<file path="config.mk">
export PLATFORM = sky130hd
export DESIGN_NAME = hex_digit_counter
export DESIGN_NICKNAME = d
export VERILOG_FILES = /design/src/rtl/hex_disp_pkg.sv /design/src/rtl/hex_digit_cell.sv /design/src/rtl/hex_digit_counter.sv
export SDC_FILE = /design/constraint.sdc
export NUM_CORES = 1
export LEC_CHECK = 0
export ABC_AREA = 1
export CORE_ASPECT_RATIO = 0.5
export CORE_MARGIN = 2
export CORE_UTILIZATION = 54
export DETAILED_ROUTE_END_ITERATION = 8
export PLACE_DENSITY_LB_ADDON = 0.2
export SLEW_MARGIN = 20
export SYNTH_ARGS = -nofsm -noshare
export SYNTH_HDL_FRONTEND = slang
export SYNTH_SLANG_ARGS = --single-unit
</file>
<file path="constraint.sdc">
create_clock -name clk -period 2 [get_ports clk]
set_input_delay 0.3 -clock clk [delete_from_list [all_inputs] [get_ports clk]]
set_output_delay 0.3 -clock clk [all_outputs]
set_load 0.01 [all_outputs]
</file>
<file path="src/rtl/hex_disp_pkg.sv">
// Shared types and constants for the hex display counter slice.
package hex_disp_pkg;

    localparam int unsigned DIGIT_W = 4;

    localparam logic [DIGIT_W-1:0] DIGIT_MAX = 4'hF;
    localparam logic [DIGIT_W-1:0] DIGIT_MIN = 4'h0;

    typedef enum logic [0:0] {
        ST_STOP = 1'b0,
        ST_RUN  = 1'b1
    } state_t;

endpackage

</file>
<file path="src/rtl/hex_digit_cell.sv">
// One 4-bit hex digit with load, up/down step and ripple carry/borrow.
module hex_digit_cell
    import hex_disp_pkg::*;
(
    input  logic               clk,
    input  logic               rst,
    input  logic               load,
    input  logic [DIGIT_W-1:0] load_val,
    input  logic               en,
    input  logic               cin,
    input  logic               up,
    output logic [DIGIT_W-1:0] digit,
    output logic               cout_c
);

    // Carry (up) or borrow (down) leaves this digit only when it rolls over.
    always_comb begin
        cout_c = 1'b0;
        if (en && cin) begin
            cout_c = up ? (digit == DIGIT_MAX) : (digit == DIGIT_MIN);
        end
    end

    // Digit register: load beats a step; a step only moves the digit when the lower digits roll.
    always_ff @(posedge clk) begin
        if (rst) begin
            digit <= DIGIT_MIN;
        end else if (load) begin
            digit <= load_val;
        end else if (en && cin) begin
            digit <= up ? digit + DIGIT_W'(1) : digit - DIGIT_W'(1);
        end
    end

endmodule

</file>
<file path="src/rtl/hex_digit_counter.sv">
// Multi-digit hex up/down counter with run/stop control and a step prescaler.
module hex_digit_counter
    import hex_disp_pkg::*;
#(
    parameter int unsigned DIGITS   = 4,
    parameter int unsigned PRESCALE = 50000000,
    parameter int unsigned PS_W     = 26
) (
    input  logic                  clk,
    input  logic                  rst,
    input  logic                  iStart,
    input  logic                  iStop,
    input  logic                  iUp,
    input  logic                  iLoad,
    input  logic [4*DIGITS-1:0]   iLoadVal,
    output logic [4*DIGITS-1:0]   oDigits,
    output logic                  oRun,
    output logic                  oWrap
);

    localparam logic [PS_W-1:0] PS_LAST = PS_W'(PRESCALE - 1);

    state_t            state_q;
    state_t            state_d;
    logic [PS_W-1:0]   ps_q;
    logic              step_c;
    logic              step_en_c;
    logic [DIGITS:0]   carry_c;

    // Next-state logic: a stop request always wins over a start request.
    always_comb begin
        state_d = state_q;
        case (state_q)
            ST_STOP: if (iStart && !iStop) state_d = ST_RUN;
            ST_RUN:  if (iStop)            state_d = ST_STOP;
        endcase
    end

    // State register.
    always_ff @(posedge clk) begin
        if (rst) begin
            state_q <= ST_STOP;
        end else begin
            state_q <= state_d;
        end
    end

    assign oRun = (state_q == ST_RUN);

    // A step fires on the last prescaler count while running; a load discards it.
    assign step_c    = (state_q == ST_RUN) && (ps_q == PS_LAST);
    assign step_en_c = step_c && !iLoad;

    // Prescaler: counts only in RUN, holds in STOP, restarts on load or step.
    always_ff @(posedge clk) begin
        if (rst) begin
            ps_q <= '0;
        end else if (iLoad || step_c) begin
            ps_q <= '0;
        end else if (state_q == ST_RUN) begin
            ps_q <= ps_q + PS_W'(1);
        end
    end

    // Digit chain: digit 0 always sees an incoming carry so it moves on every step.
    assign carry_c[0] = 1'b1;

    for (genvar k = 0; k < int'(DIGITS); k++) begin : g_digit
        hex_digit_cell u_cell (
            .clk      (clk),
            .rst      (rst),
            .load     (iLoad),
            .load_val (iLoadVal[4*k +: 4]),
            .en       (step_en_c),
            .cin      (carry_c[k]),
            .up       (iUp),
            .digit    (oDigits[4*k +: 4]),
            .cout_c   (carry_c[k+1])
        );
    end

    // Wrap pulse: carry/borrow out of the top digit, registered alongside the wrapped value.
    always_ff @(posedge clk) begin
        if (rst) begin
            oWrap <= 1'b0;
        end else begin
            oWrap <= step_en_c && carry_c[DIGITS];
        end
    end

endmodule

</file>
== Word-level counts from Yosys, hierarchy flattened ==
Index checks and enable logic that the tools add are counted.
Storage, ports and cells
  flip-flop bits (word level): 44
  input port bits: 22
  output and inout port bits: 18
  word-level logic and storage cells: 64
Operators by class
  add/sub/neg operators: 9
  equality and inequality tests: 5
  muxes and demuxes: 23
  bitwise logic cells: 1
  reduce and logical (&&, ||, !) cells: 19
Operators by type and width (number)
  $mux 4: 12
  $add 26x1->26 const B: 1
  $eq 26x26->1 const B: 1
  $add 4x1->4 const B: 4
  $eq 4x4->1 const B: 4
  $logic_not 4->1: 4
  $sub 4x1->4 const B: 4
  $mux 1: 10
  $reduce_bool 2->1: 4
  $logic_and 1x1->1: 7
  $logic_not 1->1: 2
  $pmux 1 s2: 1
  $reduce_or 2->1: 1
  $logic_or 1x1->1: 1
  $not 1->1: 1

== Longest topological paths before layout ==
  depth in word-level cells: 11
  gate-level depth with buffers: 11

== Cells and area by module ==
Synthesis repeated with hierarchy kept, for this count alone.
Second synthesis, totals
  cell total of the unflattened synthesis: 424
  area, all modules: 2871.5 µm²
Modules (own cells, without submodules)
  hex_digit_counter: times used 1, cells each 228, area an instance 1550.2 µm², sequential area each 560.5 µm²
  hex_digit_cell: times used 4, cells each 49, area an instance 330.3 µm², sequential area each 80.1 µm²

== Least setup slack after synthesis ==
No wires, ideal clock.
  path type: in2reg
  start: input iUp
  end: register g_digit[2].u_cell.digit[3]
  setup time: 0.071 ns
  data arrival time: 1.748 ns
  path slack: 0.181 ns
  cell stages on the path: 9
  buffers on the path: 1
  cells stage by stage: buf_2 > inv_1 > ha_1 > a21oi_1 > nand2_1 > xor2_1 > o21ai_0 > nand2_1 > a21oi_1
On the way
  longest elaborated chain between the ends: 6
Ends and longest elaborated chain
  from (decl): RTL line hex_digit_counter.sv:13  | input logic iUp,
  $mux 1: RTL line hex_digit_cell.sv:20  | cout_c = up ? (digit == DIGIT_MAX) : (digit == DIGIT_MIN);
  $mux 1: RTL line hex_digit_cell.sv:19  | if (en && cin) begin
  $logic_and 1x1->1: RTL line hex_digit_cell.sv:19
  $mux 1: RTL line hex_digit_cell.sv:19
  $logic_and 1x1->1: RTL line hex_digit_cell.sv:30  | end else if (en && cin) begin
  $reduce_bool 2->1 (no source line)
  to (signal assigned): RTL line hex_digit_cell.sv:29  | digit <= load_val;
  to (signal assigned): RTL line hex_digit_cell.sv:31  | digit <= up ? digit + DIGIT_W'(1) : digit - DIGIT_W'(1);
  to (decl): RTL line hex_digit_cell.sv:12  | output logic [DIGIT_W-1:0] digit,
Parallel ways exist; a longest one is shown, timed or not. The select of a mux whose other input is x is not followed.
A chain may end at the register's enable or synchronous reset.

== Worst setup path after layout ==
  start: input iUp
  end: register g_digit[1].u_cell.digit[3]
On the way
  longest elaborated chain between the ends: 4
Ends and longest elaborated chain (RTL line)
  $mux 1: hex_digit_cell.sv:20
  $mux 1: hex_digit_cell.sv:19
  $logic_and 1x1->1: hex_digit_cell.sv:30
  $reduce_bool 2->1 (no source line)
  to (signal assigned): hex_digit_cell.sv:29
  to (signal assigned): hex_digit_cell.sv:31
  to (decl): hex_digit_cell.sv:12
Parallel ways exist; a longest one is shown, timed or not. The select of a mux whose other input is x is not followed.

==> qor.yml <==
clock_tree:
  cts_max_level: 2
  worst_setup_hold_path_clk_slew_ns: 0.09
  ctsHoldBuffers: 0
  clock_insertion_delay_worst_skew_ns: 0.30
  clock_sinks: 44
  clock_path_buffers: 2
  cts_made_buffers: 5
  clockRootBuffer: "clkbuf_8"
  tritoncts_clock_tree: "yes"
  postCtsSetupRepairBufs: 0
  cts.repair.resized: 0
worst_setup_path:
  delay_of_the_slowest_cell_on_the_worst_path_ns: 0.49
  endpoint_kind: "flip-flop"
  worst_setup_path_start_kind: "input pin"
  cpMostUsedCell: "nand2_1"
  critical_path_peak_fanout: 12
  critical_path_class: "input pin to flip-flop"
  worstPathRequired_ns: 2.20
  crit_path_top_delay_cell: "clkdlybuf4s50_1"
  worstPathCellList: "clkdlybuf4s50_1, inv_1, buf_12, ha_1, nand2_1, nand2_1, a21oi_1, a21oi_1, o21ai_0, nand2_1, o21ai_0, nor2_1"
  worst-endpoint-arrival_ns: 2.09
timing:
  period_share_pct: 94.6
  tightestPinTransition_ns: 0.393
  achievable-frequency_ghz: 0.529
  worst_clock_skew_ns: 0.00925
  setup-violations-final: 0
  maxSlewHeadroom_pct: 73.5
  min_period_ns: 1.89
  final-max-slew-violation-count: 0
  grt_setup_unrepaired: "no"
  timing_hold_violations_final: 0
drt:
  avgRoutedWirePerCell_um: 12.3
  vias: 2677
  routed_via_density: 5.24
  drt-initial-drc-count: 76
  routed_wl_um: 6270
  remaining_drc_errors: 0
  drt_first_pass_iters: 4
  final_antenna_net_count: 0
logic_synthesis:
  synth-seq-area-share_pct: 32.6
  count_of_distinct_cell_types_in_the_synthesized_netlist: 34
  yosysWarnings: 0
  synth_nets: 427
  syn-cell-area_sq_mm: 0.00270
  syn_area_per_cell_sq_um: 6.88
  synthesis.instances: 392
  synth.ff_latch_count: 44
finish:
  area_delta_synth_final_pct: 23.6
  num_antenna_cells: 0
  fin_nets: 475
  postLayoutCoreUtil_pct: 68.5
  final_design_area_no_fill_sq_mm: 0.00333
  final_layout_size_suffix_gt1_share_pct: 8.62
global_routing:
  grt_max_degree: 23
  leftover_overflow_at_the_end_of_global_routing: 0
  first_global_vias: 2489
  antenna_found_initial: 0
  grt_util_all_layers_pct: 23.2
  grt_pass1_wl_um: 10500
place:
  gp_congestion: 0.895
  port-buffer-count: 39
  detailed_place.area_sq_mm: 0.00322
  dpl.hpwl_um: 4630
floorplan:
  initial_utilization_pct: 55.5
  core_area_sq_mm: 0.00486
  die_area_sq_mm: 0.00561
  chipHeight_um: 54.0
  die-width_um: 104
  floorplan.io_pins: 40
  std_cell_rows: 18
power_and_ir_drop:
  vdd_ir_drop_max_v: 0.000312
  static-leakage-power_nw: 1.36
  power-per-cell-area_mw_per_mm2: 590
worst_hold_path:
  worst_hold_path_type: "flip-flop to flip-flop"
outcome:
  run_status: "finished clean"
run:
  drv.max_cap_violation_count: 0
## path summary, 6_finish.rpt
| kind | endpoint | slack (ns) | cells past startpoint | start |
|---|---|---|---|---|
| max reg2reg | g_digit[1].u_cell.digit[3] | 0.17 | 10 | ps_q[0] |
| max | g_digit[1].u_cell.digit[3] | 0.11 | 12 | iUp |
| min reg2reg | ps_q[13] | 0.48 | 2 | ps_q[13] |
| min | ps_q[13] | 0.48 | 2 | ps_q[13] |
## Yosys cell counts, drive strengths merged
| library cell | number | share of area [%] |
|---|---|---|
| buf | 5 | 1.2 |
| nor2 | 71 | 11 |
| inv | 41 | 5.7 |
| o21ai | 23 | 4.3 |
| nor3b | 2 | 0.56 |
| clkbuf | 3 | 0.42 |
| nand2 | 90 | 13 |
| dfxtp | 44 | 33 |
| a21oi | 30 | 5.7 |
| nor3 | 15 | 3.0 |
| ha | 9 | 4.2 |
| nand4 | 6 | 1.4 |
| a31oi | 1 | 0.23 |
| xnor2 | 9 | 2.9 |
| mux2i | 1 | 0.37 |
| xor2 | 11 | 3.6 |
| fa | 4 | 3.0 |
| nand3 | 24 | 5.6 |
| nor4 | 2 | 0.46 |
| and2 | 1 | 0.23 |
## per-stage QoR
step	power, mW	setup slack (ns)	hold slack (ns)	setup TNS [ns]	cells
after floorplan	1.15	0.181	0.377	0	392
after global routing	2.06	0.00421	0.534	0	511
after CTS	1.98	0.122	0.479	0	511
final	1.97	0.109	0.478	0	511
after global placement	1.29	-0.0431	0.451	-0.0853	503
after detailed placement	1.31	-0.141	0.459	-0.547	503
## sequential cells by signal, summed over array words and instances (netlist names)
name	flops
ps_q	26
oWrap	1
g_digit.u_cell.digit	16
oRun	1
## where the power goes
| part | internal [mW] | total, mW | switching [mW] | leakage, nW |
|---|---|---|---|---|
| Sequential | 0.901 | 0.940 | 0.0394 | 0.358 |
| Clock | 0.371 | 0.680 | 0.309 | 0.0552 |
| Combinational | 0.178 | 0.347 | 0.169 | 0.943 |
| Total | 1.45 | 1.97 | 0.517 | 1.36 |
## cells in the final DEF, fill, tap and decap left out, types with 6 or more instances in the layout
cell type        instances
ha_1                     9
nor2_1                  65
nand3_1                 21
a21oi_1                 29
nand4_1                  6
nor3_1                  14
buf_4                    9
xor2_1                  11
clkdlybuf4s50_1         39
dfxtp_1                 44
inv_1                   36
nand2_1                 85
xnor2_1                  9
o21ai_0                 21
## worst max-delay path, delay by kind of cell
kind | cells | cell delay, ns
buffers and inverters | 3 | 0.72
AO/OA/AOI/OAI | 4 | 0.53
adder cells (fa/ha/maj) | 1 | 0.29
AND/OR/NAND/NOR | 4 | 0.25
## cell families after synthesis
family | after synthesis | synth area share, %
fa+ha+maj | 13 | 7.14
buf+inv | 49 | 7.33
mux | 1 | 0.371
compound gates | 54 | 10.2
simple gates | 211 | 35.8
xor+xnor | 20 | 6.49
flops | 44 | 32.6
## per-layer routing
layer	routed length, um	part of all wire, %	global-route usage (%)
met5	0	0	0
met4	48	0.77	8.33
met1	2800	45	26.9
met2	3090	49	44.3
met3	324	5.2	5.08
## final cells by class
type                    instances  area, sq um
repair buffers                 49          478
clock inverters                 2         35.0
fillers                       408         1530
inverters                      41          154
flip-flops and latches         44          881
multi-input cells             299         1630
clock buffers                   6         72.6
well taps                      70         87.6
Power figures use the tool's default switching activity.
